**config.mk**
```make
export PLATFORM = sky130hd
export DESIGN_NAME = multi_channel_delay_unit
export DESIGN_NICKNAME = d
export VERILOG_FILES = /design/src/rtl/multi_channel_delay_unit.sv
export SDC_FILE = /design/constraint.sdc
export NUM_CORES = 1
export LEC_CHECK = 0
export ABC_AREA = 0
export CORE_ASPECT_RATIO = 2
export CORE_MARGIN = 2
export CORE_UTILIZATION = 41
export CTS_BUF_LIST = sky130_fd_sc_hd__clkbuf_4
export CTS_CLUSTER_SIZE = 14
export DETAILED_ROUTE_END_ITERATION = 10
export PLACE_DENSITY_LB_ADDON = 0.2
export RECOVER_POWER = 100
export SLEW_MARGIN = 30
export SYNTH_ARGS = -nofsm -noshare
export SYNTH_HDL_FRONTEND = slang
export SYNTH_SLANG_ARGS = --single-unit
```
**constraint.sdc**
```tcl
create_clock -name CLK -period 1.5 [get_ports CLK]
set_input_delay 0.3 -clock CLK [delete_from_list [all_inputs] [get_ports CLK]]
set_output_delay 0.3 -clock CLK [all_outputs]
set_load 0.1 [all_outputs]
```
**src/rtl/multi_channel_delay_unit.sv**
```systemverilog
// ---------------------------------------------------------------------------
// multi_channel_delay_unit
//
// Purpose:
//   CHANNELS independent ready/valid lanes, each an elastic pipeline of DEPTH
//   stages. Unstalled, an item leaves exactly DEPTH cycles after it was
//   accepted; under backpressure the lane stalls and bubbles collapse, with
//   no drops or duplicates. MODE selects the input-to-lane routing at ingress:
//   straight (input i -> lane i) or reversed (input i -> lane CHANNELS-1-i).
//
// Ports:
//   CLK           clock, all state updates on the rising edge
//   RESET         synchronous, active-high reset
//   MODE          0 = straight routing, 1 = reversed routing
//   INPUT_data    CHANNELS*WIDTH, channel i in [i*WIDTH +: WIDTH]
//   INPUT_valid   per-channel valid
//   INPUT_ready   per-channel ready (forced low during RESET)
//   OUTPUT_data   CHANNELS*WIDTH, lane k in [k*WIDTH +: WIDTH]
//   OUTPUT_valid  per-lane valid
//   OUTPUT_ready  per-lane ready
//   COUNT         CHANNELS*CW, lane k occupancy in [k*CW +: CW]
//   IDLE          high when every lane is empty
// ---------------------------------------------------------------------------
module multi_channel_delay_unit #(
    parameter  int WIDTH    = 5,
    parameter  int CHANNELS = 2,
    parameter  int DEPTH    = 3,
    localparam int CW       = $clog2(DEPTH + 1)
) (
    input  logic                      CLK,
    input  logic                      RESET,
    input  logic                      MODE,
    input  logic [CHANNELS*WIDTH-1:0] INPUT_data,
    input  logic [CHANNELS-1:0]       INPUT_valid,
    output logic [CHANNELS-1:0]       INPUT_ready,
    output logic [CHANNELS*WIDTH-1:0] OUTPUT_data,
    output logic [CHANNELS-1:0]       OUTPUT_valid,
    input  logic [CHANNELS-1:0]       OUTPUT_ready,
    output logic [CHANNELS*CW-1:0]    COUNT,
    output logic                      IDLE
);

    logic [CHANNELS-1:0] w_stage0_rdy;
    logic [CHANNELS-1:0] w_lane_idle;

    for (genvar gk = 0; gk < CHANNELS; gk++) begin : g_lane
        // The routing is an involution, so the source feeding lane k under
        // reversed mode is the same index that input k would be sent to.
        localparam int SRC_REV = CHANNELS - 1 - gk;

        logic [DEPTH-1:0] r_valid;
        logic [WIDTH-1:0] r_data [DEPTH];
        logic [CW-1:0]    r_count;
        logic [DEPTH-1:0] w_rdy;
        logic             w_in_valid;
        logic [WIDTH-1:0] w_in_data;
        logic             w_accept;
        logic             w_drain;

        assign w_in_valid = MODE ? INPUT_valid[SRC_REV] : INPUT_valid[gk];
        assign w_in_data  = MODE ? INPUT_data[SRC_REV*WIDTH +: WIDTH]
                                 : INPUT_data[gk*WIDTH +: WIDTH];

        // ready(s) = OUTPUT_ready | ~valid(s) | ... | ~valid(DEPTH-1).
        // Unrolled as a running AND of the valids from the tail so the
        // chain never reads its own output.
        always_comb begin : p_ready
            logic w_tail_full;
            w_tail_full = 1'b1;
            w_rdy       = '0;
            for (int s = DEPTH - 1; s >= 0; s--) begin
                w_tail_full = w_tail_full & r_valid[s];
                w_rdy[s]    = OUTPUT_ready[gk] | ~w_tail_full;
            end
        end

        assign w_accept = w_in_valid & w_rdy[0];
        assign w_drain  = r_valid[DEPTH-1] & OUTPUT_ready[gk];

        always_ff @(posedge CLK) begin
            if (RESET) begin
                r_valid <= '0;
                for (int s = 0; s < DEPTH; s++) begin
                    r_data[s] <= '0;
                end
                r_count <= '0;
            end else begin
                if (w_rdy[0]) begin
                    r_valid[0] <= w_in_valid;
                    r_data[0]  <= w_in_data;
                end
                for (int s = 1; s < DEPTH; s++) begin
                    if (w_rdy[s]) begin
                        r_valid[s] <= r_valid[s-1];
                        r_data[s]  <= r_data[s-1];
                    end
                end
                if (w_accept && !w_drain) begin
                    r_count <= r_count + 1'b1;
                end else if (!w_accept && w_drain) begin
                    r_count <= r_count - 1'b1;
                end
            end
        end

        assign w_stage0_rdy[gk]              = w_rdy[0];
        assign w_lane_idle[gk]               = (r_count == '0);
        // Masked during RESET so the flush cycle presents no valid item.
        assign OUTPUT_valid[gk]              = r_valid[DEPTH-1] & ~RESET;
        assign OUTPUT_data[gk*WIDTH +: WIDTH] = r_data[DEPTH-1];
        assign COUNT[gk*CW +: CW]            = r_count;
    end

    for (genvar gi = 0; gi < CHANNELS; gi++) begin : g_ingress
        assign INPUT_ready[gi] = ~RESET &
                                 (MODE ? w_stage0_rdy[CHANNELS-1-gi] : w_stage0_rdy[gi]);
    end

    assign IDLE = &w_lane_idle;

endmodule
```
======== Yosys cells after proc, flatten, opt, wreduce, memory -nomap -nowiden ========
Memory sizes are Yosys's and may differ from the RTL's.
Index checks and enable logic that the tools add are counted.
Widths: inputs -> output; s select.
storage, ports and cells
  word-level logic and storage cells ...... 94
  output and inout bits ................... 19
  latch bits .............................. 0
  memories ................................ 2
  input bits .............................. 17
  register bits after elaboration ......... 10
  bits in read-only memories .............. 0
  bits in writable memories ............... 30
operators by class
  shift-type cells ........................ 0
  equality and inequality tests ........... 0
  reduce and logical (&&, ||, !) cells .... 13
  add/sub/neg operators ................... 4
  divide/modulo/power cells ............... 0
  multiplexer cells ....................... 36
  bitwise gates (word level) .............. 31
  multipliers ............................. 0
  magnitude comparators ................... 0
memories
  memory            words  width  read ports  clocked after Yosys merged registers in  write ports  line  source
  g_lane[0].r_data  3      5      3           0                                        3            52    logic [WIDTH-1:0] r_data [DEPTH];
  g_lane[1].r_data  3      5      3           0                                        3            52
operators by type and width
  operator             number
  $mux 5               8
  $mux 1               24
  $and 1x1->1          12
  $or 1x1->1           12
  $mux 2               4
  $not 1->1            7
  $add 2x1->2 const B  2
  $logic_and 1x1->1    4
  $logic_not 1->1      4
  $logic_not 2->1      2
  $reduce_bool 2->1    2
  $sub 2x1->2 const B  2
  $reduce_and 2->1     1

======== Depth between registers and ports, before layout ========
Gate-level depths: netlist (run 1).
  depth after elaboration ................. 9
  mapped depth ............................ 7
  mapped depth without buffers ............ 6

======== Worst setup path after synthesis (run 1) ========
OpenSTA, ideal clock, no wires.
  kind .................................... register to output
  from .................................... reg g_lane[1].r_count[0]
  to ...................................... out IDLE
  stages on the path, launching flop included .. 2
  setup slack ............................. -2517 ps
  buffers on the path ..................... 0
  arrival time ............................ 3717 ps
  data required time ...................... 1200 ps
  cell sequence ........................... dfxtp_1 > nor4_1
between the ends
  word-level cells in the longest chain between the ends .. 2
ends and longest elaborated chain
  element                 line  source
  from (decl)             53    logic [CW-1:0] r_count;
  from (signal assigned)  99    r_count <= r_count + 1'b1;
  from (signal assigned)  101   r_count <= r_count - 1'b1;
  $logic_not 2->1         107   assign w_lane_idle[gk] = (r_count == '0);
  $reduce_and 2->1        119   assign IDLE = &w_lane_idle;
  to (decl)               40    output logic IDLE
No other way between the ends.

======== Worst setup path in the final report (run 1) ========
  from .................................... reg g_lane[0].r_valid[1]
  to ...................................... out INPUT_ready[0]
between the ends
  word-level cells in the longest chain between the ends .. 6
ends and longest elaborated chain
  element                            line  source
  from (decl)                        51    logic [DEPTH-1:0] r_valid;
  from (signal, indexed assignment)  94    r_valid[s] <= r_valid[s-1];
  $and 1x1->1 (2 in series)          72    w_tail_full = w_tail_full & r_valid[s];
  $not 1->1                          73    w_rdy[s] = OUTPUT_ready[gk] | ~w_tail_full;
  $or 1x1->1                         73
  $mux 1                             116   (MODE ? w_stage0_rdy[CHANNELS-1-gi] : w_stage0_rdy[gi]);
  $and 1x1->1                        115   assign INPUT_ready[gi] = ~RESET &
  to (decl)                          35    output logic [CHANNELS-1:0] INPUT_ready,
No other way between the ends.

==> impl_metrics.json, run 1 <==
{
  "status": "finished with violations",
  "failed_checks": "setup timing",
  "required_ps": 1200,
  "synthTopCellsByCount": "edfxtp_1, and2_1, nor2_1",
  "setup_viol": 3,
  "cap_violations": 0,
  "route.detailed.drc": 0,
  "synth_area_um2": 1820,
  "die_w_um": 51.1,
  "drt_iter0_markers": 6,
  "synth_compound_area_frac": 0.0261,
  "critical_path_class": "reg -> out",
  "synth.avg_cell_area_um2": 12.6,
  "synth_top_family_by_area": "simple AND/OR/NAND/NOR gates",
  "clock_path_buffers": 2,
  "drive_gt1_frac": 0.384,
  "h-tree-depth": 2,
  "first_pass_iters": 3,
  "viasPerCell": 4.78,
  "grt_pass1_wl_mm": 5.80,
  "tightest_slew_ps": 425,
  "synthXorXnorAreaFrac": 0.0192,
  "dp_hpwl_mm": 2.62,
  "cts_tree": "yes",
  "holdWs_ps": 486,
  "grt_max_degree": 13,
  "synth_top_area_share": 0.495,
  "pwr_density_cell_nw_per_um2": 1020,
  "ys_seq_elements": 40,
  "dieArea_um2": 5020,
  "utilization": 0.635,
  "peakVddDrop_mv": 0.717,
  "cts.sinks": 40,
  "synth_edf_count": 30,
  "fin_crit_sh": 1.17,
  "core_area_um2": 4300,
  "syn-num-nets": 164,
  "synthSimpleGateAreaFrac": 0.204,
  "slew_headroom": 0.715,
  "die_h_um": 98.2,
  "pin_count": 36,
  "synth_cells": 145,
  "yosys.cell_count.top_type": "edfxtp_1",
  "finalWirelength_mm": 3.44,
  "gr-usage-all-layers": 0.158,
  "drv_slew": 0,
  "synth-main-ff-cell": "edfxtp_1",
  "synthMuxAreaShare": 0.0770,
  "cts-root-buf": "clkbuf_4",
  "tns_ps": -545,
  "worst_slack_ps": -250,
  "cp-start-kind": "flop",
  "yosysSeqAreaShare": 0.605,
  "place.gp.congestion": 0.750,
  "seq_area_um2": 1120,
  "hold_path_class": "reg -> reg",
  "finalPower_mw": 2.79,
  "fmax_mhz": 572,
  "num_rows": 34,
  "cp_max_fo": 3,
  "yosys.area_share.adder": 0.0137,
  "arrival_ps": 1450,
  "start_util": 0.424,
  "gr-total-overflow": 0,
  "path_clk_slew_ps": 110,
  "finalCriticalPeriod_ps": 1750,
  "wl_per_cell_um": 13.4,
  "n_antenna_cell": 0,
  "synth_area_leaders": "edfxtp_1, dfxtp_1, mux2i_1, and2_1, buf_4",
  "finalClockSkew_ps": 5.79,
  "grt_antenna_before_repair": 0,
  "ctsHoldBuffers": 0,
  "leakage_nw": 1.13,
  "fin_area_um2": 2730,
  "grt_pass1_vias": 1307,
  "synth_warnings": 0,
  "n_fill_cell": 332,
  "synth_top_area_cell": "edfxtp_1",
  "rsz0062_at_grt": "true",
  "io_buffers": 35,
  "fin_nets": 221,
  "area_growth_pct": 50.0,
  "cts_buffers": 5,
  "finalHoldViolCount": 0,
  "end_kind": "output port",
  "vias": 1228,
  "clk_latency_ps": 340,
  "detail-route-antenna-nets": 0,
  "synth_cell_types": 22,
  "placed_cell_area_um2": 2560,
  "multiInputGateArea_um2": 723,
  "async_flop_share": 0
}
==> power by group <==
part / internal [mW] / leakage [nW] / switching [mW]
Sequential: 1.26 / 0.442 / 0.0446
Combinational: 0.333 / 0.652 / 0.473
Clock: 0.340 / 0.0403 / 0.336
Total: 1.93 / 1.13 / 0.854
==> sequential cells by signal, indices dropped and copies added, names as in the netlist <==
register,count
g_lane.r_data,30
g_lane.r_valid,6
g_lane.r_count,4
==> worst max-delay path: stages, from the launching register on <==
cell	delay, ps
dfxtp_2	340
buf_6	110
nand4b_1	190
nand2b_4	110
mux2i_4	170
buf_12	190
==> what timing repair did <==
action | 4_1_cts | 5_1_grt
gates resized for setup | 21 | 2
buffers inserted | 9 | 1
pin swaps | 9 | 3
setup endpoints to repair | 9 | 5
==> placed cells by master (no fill, tap or decap), types with 3 or more instances in the layout <==
cell | Yosys | final
clkdlybuf4s50_1 | 0 | 10
dfxtp_4 | 0 | 3
clkbuf_4 | 0 | 9
nor2_4 | 2 | 3
dfxtp_2 | 0 | 5
buf_12 | 0 | 17
edfxtp_1 | 30 | 30
xor2_1 | 4 | 4
nand2b_1 | 5 | 4
nor2_1 | 20 | 19
and2_1 | 20 | 14
mux2i_1 | 14 | 10
a21oi_1 | 4 | 4
buf_6 | 0 | 4
dlygate4sd2_1 | 0 | 5
and2_0 | 0 | 6
buf_4 | 12 | 21
==> kinds of logic after synthesis <==
logic type      Yosys count
compound gates            8
xor+xnor                  4
fa+ha+maj                 2
buf+inv                  14
flops                    40
mux                      14
simple gates             63
==> metrics by stage <==
| step | setup slack, ps | cells |
|---|---|---|
| after floorplan | -377 | 145 |
| final | -250 | 257 |
| after detailed placement | -596 | 239 |
| after global placement | -538 | 239 |
| after CTS | -272 | 256 |
| after global routing | -319 | 257 |
==> final cells by class <==
cell class              count  area share
clock buffers               5      0.0137
clock inverters             3      0.0137
multi-input cells          91       0.265
flip-flops and latches     40       0.410
well taps                  54      0.0247
repair buffers             64       0.273
==> layer usage <==
| metal | vias to the layer above | routed length [um] | global-route usage |
|---|---|---|---|
| met4 | 0 | 77 | 0.0748 |
| li1 | 609 | - | - |
| met5 | - | 0 | 0 |
| met2 | 36 | 2090 | 0.315 |
| met3 | 6 | 163 | 0.0382 |
| met1 | 577 | 1110 | 0.135 |
==> path summary, 6_finish.rpt <==
path | start | to | slack [ps] | cells after the start
worst min-delay path | g_lane[0].r_valid[0]$_SDFFE_PP0N_ | g_lane[0].r_valid[1]$_SDFFE_PP0N_ | 490 | 2
worst max-delay path | g_lane[0].r_valid[1]$_SDFFE_PP0N_ | INPUT_ready[0] | -250 | 5
worst min register to register | g_lane[0].r_valid[0]$_SDFFE_PP0N_ | g_lane[0].r_valid[1]$_SDFFE_PP0N_ | 490 | 2
worst max register to register | g_lane[1].r_valid[2]$_SDFFE_PP0N_ | g_lane[1].r_count[1]$_SDFFE_PP0P_ | 10 | 6
Note: power is estimated with default switching activity, not from simulation.
==> inputs of run 2 (changes only) <==
- CORE_MARGIN: 2 -> 5
==> run 2 against run 1 <==
Critical path type unchanged. Sequential power hardly changed. Worst setup slack worse by 41 ps. Critical path depth stayed put. Sequential cell count stayed put. The flow still finishes with violations (setup timing).
==> impl_metrics.json, run 2 (synthesized netlist as in run 1, its figures left out) <==
{
  "status": "finished with violations",
  "failed_checks": "setup timing",
  "grt_pass1_vias": 1337,
  "layoutNonFillerInstCount": 258,
  "grt_pass1_wl_mm": 6.00,
  "core_area_um2": 4340,
  "dp_cells": 239,
  "finalHoldViolCount": 0,
  "viasPerCell": 4.81,
  "drt_iter0_markers": 22,
  "tns_ps": -926,
  "layout_commonest_cell": "edfxtp_1",
  "clk_latency_ps": 350,
  "grt_antenna_before_repair": 0,
  "cts.sinks": 40,
  "finalWirelength_mm": 3.80,
  "tightest_slew_ps": 449,
  "cts-root-buf": "clkbuf_4",
  "leakage_nw": 1.13,
  "clock_path_buffers": 2,
  "cp-start-kind": "flop",
  "hold_path_class": "in -> reg",
  "area_growth_pct": 44.9,
  "wl_per_cell_um": 14.7,
  "finalPower_mw": 3.11,
  "dp_hpwl_mm": 2.94,
  "dieArea_um2": 5950,
  "end_kind": "output port",
  "die_h_um": 104,
  "layout_common_cells": "edfxtp_1, nor2_1, clkbuf_4",
  "fin_nets": 222,
  "setup_viol": 6,
  "start_util": 0.420,
  "path_clk_slew_ps": 120,
  "reg_top3": "g_lane.r_data x30, g_lane.r_valid x6, g_lane.r_count x4",
  "route.detailed.drc": 0,
  "use_met1": 0.116,
  "cap_violations": 0,
  "vias": 1240,
  "worst_slack_ps": -291,
  "h-tree-depth": 2,
  "largest_register_ffs": 30,
  "drive_gt1_frac": 0.368,
  "fin_crit_sh": 1.19,
  "n_fill_cell": 391,
  "ctsHoldBuffers": 0,
  "place.gp.congestion": 0.808,
  "arrival_ps": 1490,
  "required_ps": 1200,
  "critical_path_class": "reg -> out",
  "top_usage_layer": "met2",
  "die_w_um": 57.1,
  "grtUsageMet3": 0.0422,
  "detail-route-antenna-nets": 0,
  "cp_max_fo": 3,
  "use_met2": 0.260,
  "n_antenna_cell": 0,
  "slew_headroom": 0.700,
  "finalCriticalPeriod_ps": 1790,
  "utilization": 0.608,
  "finalClockSkew_ps": 10.8,
  "peakVddDrop_mv": 1.13,
  "gr-usage-all-layers": 0.133,
  "gr-total-overflow": 0,
  "rsz0062_at_grt": "true",
  "post-place-ws_ps": -696,
  "num_rows": 34,
  "first_pass_iters": 4,
  "cts_buffers": 5,
  "cts_tree": "yes",
  "regMostFlops": "g_lane.r_data",
  "pin_count": 36,
  "fmax_mhz": 558,
  "drv_slew": 0,
  "grt_max_degree": 14,
  "pwr_density_cell_nw_per_um2": 1180,
  "io_buffers": 35
}
-- run 2: cell count changes in the layout (fill, tap and decap cells not counted), sizes merged --
cell / before / now
clkbuf: 10 / 20
clkinv: 2 / 0
bufinv: 1 / 3
buf: 43 / 34
dlygate4sd2: 5 / 4
clkdlybuf4s50: 10 / 11
-- run 2: report_power, final --
part           internal, mW  switching [mW]  total (mW)
combinational         0.291           0.475       0.765
clock                 0.686           0.354        1.04
sequential             1.26          0.0437        1.30
-- run 2: cell type report --
type | count | area, um2 | area share
multi-input combinational | 91 | 691 | 0.262
clock inverter | 3 | 90.1 | 0.0341
clock buffer | 5 | 37.5 | 0.0142
timing repair buffer | 65 | 641 | 0.243
tap | 54 | 67.6 | 0.0256
sequential | 40 | 1110 | 0.422
-- run 2: per-layer routing --
metal	share of wire	wire length, um
met3	0.048	181
met2	0.59	2230
met1	0.34	1300
met4	0.021	78
met5	0	0
-- run 2: path summary, 6_finish.rpt --
check | to | slack (ps) | startpoint | cells after the start
setup / recovery | INPUT_ready[0] | -290 | g_lane[0].r_valid[2]$_SDFFE_PP0N_ | 5
setup reg to reg | g_lane[0].r_count[1]$_SDFFE_PP0P_ | -140 | g_lane[0].r_valid[2]$_SDFFE_PP0N_ | 7
hold / removal | g_lane[1].r_valid[2]$_SDFFE_PP0N_ | 490 | OUTPUT_ready[1] | 5
hold reg to reg | g_lane[1].r_valid[1]$_SDFFE_PP0N_ | 510 | g_lane[1].r_valid[0]$_SDFFE_PP0N_ | 2
-- run 2: repair_timing --
action / CTS / global route
gates resized for setup: 17 / 3
pin swaps: 5 / 4
endpoints found under the setup margin: 9 / 6
gates cloned: 0 / 0
buffers inserted: 9 / 2
endpoints found under the hold margin: 0 / 0
-- run 2: worst max-delay path, stage by stage (launching register included) --
cell	delay, ps
dfxtp_1	350
buf_6	120
nand4b_1	180
nand2b_4	100
mux2i_4	190
buf_12	200
-- run 2: per-stage QoR --
step	hold WS [ps]	instance area (um2)
after CTS	492	2780
after global placement	471	2560
after floorplan	451	1930
final	493	2640
after detailed placement	492	2560
after global routing	522	2640
==> inputs of run 3 (changes only) <==
- CORE_UTILIZATION: 41 -> 40
==> run 3 against run 2 <==
The run still ends with setup timing left. Sequential share of layout area grew 0.29 points. Fmax grew 1.2%. Highest routed layer unchanged. Largest power group unchanged. Combinational power grew 0.9%. Core utilization shrank 0.93 points.
==> impl_metrics.json, run 3 (synthesized netlist as in run 1, its figures left out) <==
{
  "status": "finished with violations",
  "failed_checks": "setup timing",
  "fin_nets": 225,
  "area_growth_pct": 44.1,
  "cts-root-buf": "clkbuf_4",
  "cts.sinks": 40,
  "die_h_um": 105,
  "reg2regPathDepth": 7,
  "combPwrFrac": 0.281,
  "grt_pass1_wl_mm": 5.90,
  "clk_latency_ps": 340,
  "io_buffers": 35,
  "h-tree-depth": 2,
  "required_ps": 1200,
  "clock_path_buffers": 2,
  "p_int_mw": 1.90,
  "largest_register_ffs": 30,
  "tns_ps": -790,
  "grt_pass1_vias": 1396,
  "worstSetupEndpoint": "INPUT_ready[1]",
  "tightest_slew_ps": 305,
  "place.gp.congestion": 0.769,
  "path_clk_slew_ps": 110,
  "wl_per_cell_um": 14.1,
  "first_pass_iters": 4,
  "peakVddDrop_mv": 0.933,
  "sw_frac_of_total": 0.309,
  "rsz0062_at_grt": "true",
  "start_util": 0.415,
  "r2r_end": "g_lane[1].r_count[1]$_SDFFE_PP0P_",
  "grt_max_degree": 14,
  "placed_cell_area_um2": 2560,
  "dieArea_um2": 6080,
  "finalWirelength_mm": 3.69,
  "utilization": 0.599,
  "pwr_density_cell_nw_per_um2": 1050,
  "regMostFlops": "g_lane.r_data",
  "worst_slack_ps": -270,
  "vias": 1251,
  "route.detailed.drc": 0,
  "end_kind": "output port",
  "slew_headroom": 0.797,
  "dp_hpwl_mm": 2.85,
  "hold_path_class": "in -> reg",
  "cts_buffers": 5,
  "core_area_um2": 4380,
  "setup_viol": 6,
  "pin_count": 36,
  "finalHoldViolCount": 0,
  "layout_common_cells": "edfxtp_1, clkbuf_4, nor2_1",
  "reg_top3": "g_lane.r_data x30, g_lane.r_valid x6, g_lane.r_count x4",
  "seqPwrFrac": 0.472,
  "post-place-ws_ps": -576,
  "cap_violations": 0,
  "num_rows": 34,
  "drive_gt1_frac": 0.386,
  "netSwitchingPower_uw": 850,
  "finalClockSkew_ps": 4.31,
  "cp-start-kind": "flop",
  "fin_area_um2": 2620,
  "detail-route-antenna-nets": 0,
  "gr-total-overflow": 0,
  "cp_max_fo": 3,
  "fin_crit_sh": 1.18,
  "gr-usage-all-layers": 0.124,
  "r2r_slack_ps": -120,
  "leakage_nw": 1.13,
  "grt_antenna_before_repair": 0,
  "ctsHoldBuffers": 0,
  "n_antenna_cell": 0,
  "die_w_um": 57.7,
  "fmax_mhz": 565,
  "rr_startpoint": "g_lane[1].r_valid[0]$_SDFFE_PP0N_",
  "clkPwrFrac": 0.248,
  "cts_tree": "yes",
  "viasPerCell": 4.79,
  "critical_path_class": "reg -> out",
  "arrival_ps": 1470,
  "drt_iter0_markers": 21,
  "layout_commonest_cell": "edfxtp_1",
  "drv_slew": 0,
  "crit_path_start": "g_lane[1].r_valid[1]$_SDFFE_PP0N_",
  "holdCritStartpoint": "INPUT_valid[0]",
  "finalCriticalPeriod_ps": 1770
}
==> run 3: through the flow <==
stage / hold slack, ps / cells / power [mW]
after floorplan: 451 / 145 / 1.82
after global placement: 474 / 240 / 2.10
after detailed placement: 507 / 240 / 2.12
after CTS: 493 / 259 / 2.83
after global routing: 507 / 261 / 2.87
final: 484 / 261 / 2.75
==> run 3: worst max-delay path, stage by stage (launching register included) <==
cell and delay [ps]:
dfxtp_2 340, buf_6 110, nand4b_1 200, nand2b_4 110
mux2i_4 170, buf_12 190
==> run 3: power groups by stage <==
stage / Clock [mW] / Combinational (mW) / Sequential, mW
floorplan: 0 / 0.382 / 1.44
global route: 0.762 / 0.805 / 1.31
global placement: 0 / 0.758 / 1.34
CTS: 0.704 / 0.815 / 1.31
detailed placement: 0 / 0.772 / 1.35
finish: 0.682 / 0.772 / 1.30
==> run 3: layout make-up <==
class                   count  area, um2
well taps                  54       67.6
multi-input cells          91        707
repair buffers             68        656
clock inverters             3       42.5
clock buffers               5       37.5
flip-flops and latches     40       1110
fillers                   364       1760
==> run 3: routing by layer <==
metal	vias up	track usage	wire [um]
li1	616	-	-
met1	584	0.108	1300
met2	44	0.237	2150
met3	7	0.0404	159
met4	0	0.0647	80
met5	-	0	0
==> run 3: timing repair <==
item | CTS | global route
endpoints found under the hold margin | 0 | 0
setup endpoints to repair | 8 | 7
gates cloned | 0 | 0
pin swaps | 7 | 5
gates resized for setup | 13 | 9
setup buffers | 11 | 3
==> run 3: worst min-delay path by stage <==
stage	end	cells after the start
global route	g_lane[0].r_valid[1]$_SDFFE_PP0N_	3
detailed placement	g_lane[0].r_data[0][7]$_SDFFCE_PN0P_	1
finish	g_lane[1].r_valid[0]$_SDFFE_PP0N_	4
global placement	g_lane[1].r_valid[1]$_SDFFE_PP0N_	2
floorplan	g_lane[0].r_valid[1]$_SDFFE_PP0N_	2
CTS	g_lane[0].r_valid[2]$_SDFFE_PP0N_	3
==> patch: new RTL, flow settings as in run 1 <==
Put one more register stage on the output `COUNT`, cleared by the reset. The value now appears one clock later. The other outputs are not delayed to match.
--- a/src/rtl/multi_channel_delay_unit.sv
+++ b/src/rtl/multi_channel_delay_unit.sv
@@ -40,4 +40,6 @@
     output logic                      IDLE
 );
+
+    logic [CHANNELS*CW-1:0] COUNT_d;
 
     logic [CHANNELS-1:0] w_stage0_rdy;
@@ -109,5 +111,5 @@
         assign OUTPUT_valid[gk]              = r_valid[DEPTH-1] & ~RESET;
         assign OUTPUT_data[gk*WIDTH +: WIDTH] = r_data[DEPTH-1];
-        assign COUNT[gk*CW +: CW]            = r_count;
+        assign COUNT_d[gk*CW +: CW]            = r_count;
     end
 
@@ -119,3 +121,11 @@
     assign IDLE = &w_lane_idle;
 
+    always_ff @(posedge CLK) begin
+        if (RESET) begin
+            COUNT <= '0;
+        end else begin
+            COUNT <= COUNT_d;
+        end
+    end
+
 endmodule
Formal check against the unedited RTL: not equivalent (Yosys sat finds a counterexample within 4 cycles, from zero or initial values and one cycle with RESET high).
==> patch against run 1 <==
  * The run still ends with negative setup slack left
  * Via count rose by 5.1%
  * Critical path depth did not move
  * Total power rose by 4.1%
  * Routed wire length rose by 5.5%
  * Cell area rose by 4.9%
  * Area after synthesis rose by 4.8%
  * Maximum frequency rose by 0.59%
  * Setup slack improved by 10 ps
  * Final cell count rose by 3.9%
  * Sequential cell count rose by 4
  * Clock power rose by 9.0%
  * Clock skew rose by 5.4 ps
  * Critical path type unchanged
  * Largest cell class unchanged
  * Highest routed layer unchanged
==> patch: results (changes against run 1) <==
<table>
<tr><th>Metric</th><th>Value</th></tr>
<tr><th colspan="2">Outcome</th></tr>
<tr><td>Run status</td><td>finished with violations</td></tr>
<tr><td>Failing checks</td><td>negative setup slack</td></tr>
<tr><th colspan="2">Power and ir drop</th></tr>
<tr><td>IR drop worst, VDD</td><td>1048 µV (+46%)</td></tr>
<tr><td>Leakage dissipation</td><td>1.223 nW (+7.8%)</td></tr>
<tr><th colspan="2">Final layout</th></tr>
<tr><td>Final net count</td><td>230 (+4.1%)</td></tr>
<tr><td>Fill cell count</td><td>388 (+17%)</td></tr>
<tr><td>Largest registers in the final layout</td><td>g_lane.r_data: 30 flops, g_lane.r_valid: 6 flops</td></tr>
<tr><th colspan="2">Detailed routing</th></tr>
<tr><td>Wire per inst</td><td>13.59 µm (+1.5%)</td></tr>
<tr><td>Length of the first detailed-routing pass in iterations</td><td>4 (+1)</td></tr>
<tr><td>Routed vias/inst</td><td>4.835 (+1.2%)</td></tr>
<tr><th colspan="2">STA</th></tr>
<tr><td>Final setup TNS</td><td>-787.8 ps (-243.0 ps)</td></tr>
<tr><td>Slew HR</td><td>63.49% (-8.1 points)</td></tr>
<tr><td>Setup skew after layout</td><td>11.16 ps (+5.369 ps)</td></tr>
<tr><td>Final setup fails</td><td>6 (+3)</td></tr>
<tr><td>Setup slack after layout</td><td>-239.3 ps (+10.28 ps)</td></tr>
<tr><th colspan="2">Worst hold path</th></tr>
<tr><td>Hold Path Sink</td><td>g_lane[1].r_valid[0]</td></tr>
<tr><td>Hold Path Origin</td><td>INPUT_valid[1]</td></tr>
<tr><td>WHS Path Cells</td><td>3 (+1)</td></tr>
<tr><th colspan="2">Setup path</th></tr>
<tr><td>Endpoint of the worst register-to-register path</td><td>g_lane[0].r_count[1]</td></tr>
<tr><th colspan="2">Logic synthesis</th></tr>
<tr><td>Top post-synthesis cells by area</td><td>edfxtp_1 (47%), dfxtp_1 (15%), mux2i_1 (7.3%)</td></tr>
<tr><td>Synth top cells by count</td><td>edfxtp_1 (30), and2_1 (20), nor2_1 (20), dfxtp_1 (14), mux2i_1 (14)</td></tr>
<tr><td>Synth unique cells</td><td>21 (-4.5%)</td></tr>
<tr><th colspan="2">Placed design</th></tr>
<tr><td>Placer's final routability congestion estimate</td><td>0.7597 (+1.3%)</td></tr>
<tr><th colspan="2">Global route</th></tr>
<tr><td>Largest net degree at the start of global routing</td><td>14 (+1)</td></tr>
<tr><td>Overall routing resource usage</td><td>15.16% (-0.69 points)</td></tr>
</table>
patch: worst max-delay path, delay by kind of cell, from the launching register on:
kind,cells,cell delay (ps)
and+or+nand+nor,2,260
DFF,1,350
muxes,1,170
buffers and inverters,2,310
patch: cell families (layout without fill, tap and decap cells):
| family | after synthesis | after routing | synth area share, % |
|---|---|---|---|
| xor gates and xnor gates | 4 | 4 | 1.836 |
| adders and majority gates | 2 | 2 | 1.311 |
| DFF | 44 | 44 | 61.90 |
| muxes | 14 | 14 | 7.344 |
| and+or+nand+nor | 69 | 69 | 20.79 |
| AOI/OAI and AO/OA | 6 | 6 | 1.574 |
| buffers and inverters | 14 | 73 | 5.246 |
patch: worst max path at each step:
stage	from	to	cells after the start
floorplan	g_lane[0].r_count[1]	IDLE	1
global placement	MODE	g_lane[1].r_count[1]	6
detailed placement	MODE	g_lane[0].r_count[1]	6
CTS	g_lane[0].r_valid[0]	INPUT_ready[0]	5
global route	g_lane[0].r_valid[0]	INPUT_ready[0]	5
finish	g_lane[0].r_valid[0]	INPUT_ready[0]	5
patch: per-layer routing:
layer | wire (µm) | GRT usage (%)
met3 | 137 | 2.671
met2 | 2347 | 31.26
met5 | 0 | 0
met1 | 1071 | 12.83
met4 | 71 | 6.509
patch: final cells by class:
| type | instances | area, µm² | share of cell area, % |
|---|---|---|---|
| Clock inverter | 2 | 35.03 | 1.224 |
| Sequential cell | 44 | 1190 | 41.56 |
| Tap cell | 55 | 68.82 | 2.404 |
| Multi-Input combinational cell | 95 | 730.7 | 25.52 |
| Clock buffer | 6 | 45.04 | 1.573 |
| Timing Repair Buffer | 65 | 793.3 | 27.71 |
patch: power by group:
group	internal [W]	leakage [nW]	switching [W]	total [W]
sequential	0.00137	0.474	0.0000579	0.00143
clock	0.000368	0.0456	0.000371	0.000738
combinational	0.000314	0.703	0.000417	0.000731
total	0.00206	1.22	0.000845	0.00290
patch: through the flow:
stage | std cells | total power (W) | setup slack (ps) | hold slack, ps
global placement | 251 | 0.002139 | -530.4 | 471.7
floorplan | 153 | 0.001892 | -213.7 | 380.1
CTS | 264 | 0.002905 | -250.4 | 491.5
finish | 267 | 0.002902 | -239.3 | 342.5
detailed placement | 251 | 0.002161 | -589.7 | 493.2
global route | 267 | 0.003006 | -295.1 | 383.0
patch: timing repair:
action | 4_1_cts | 5_1_grt
buffers inserted | 5 | 4
hold buffers | 0 | 0
setup endpoints to repair | 9 | 7
resized for setup | 19 | 15
pin swaps | 2 | 6
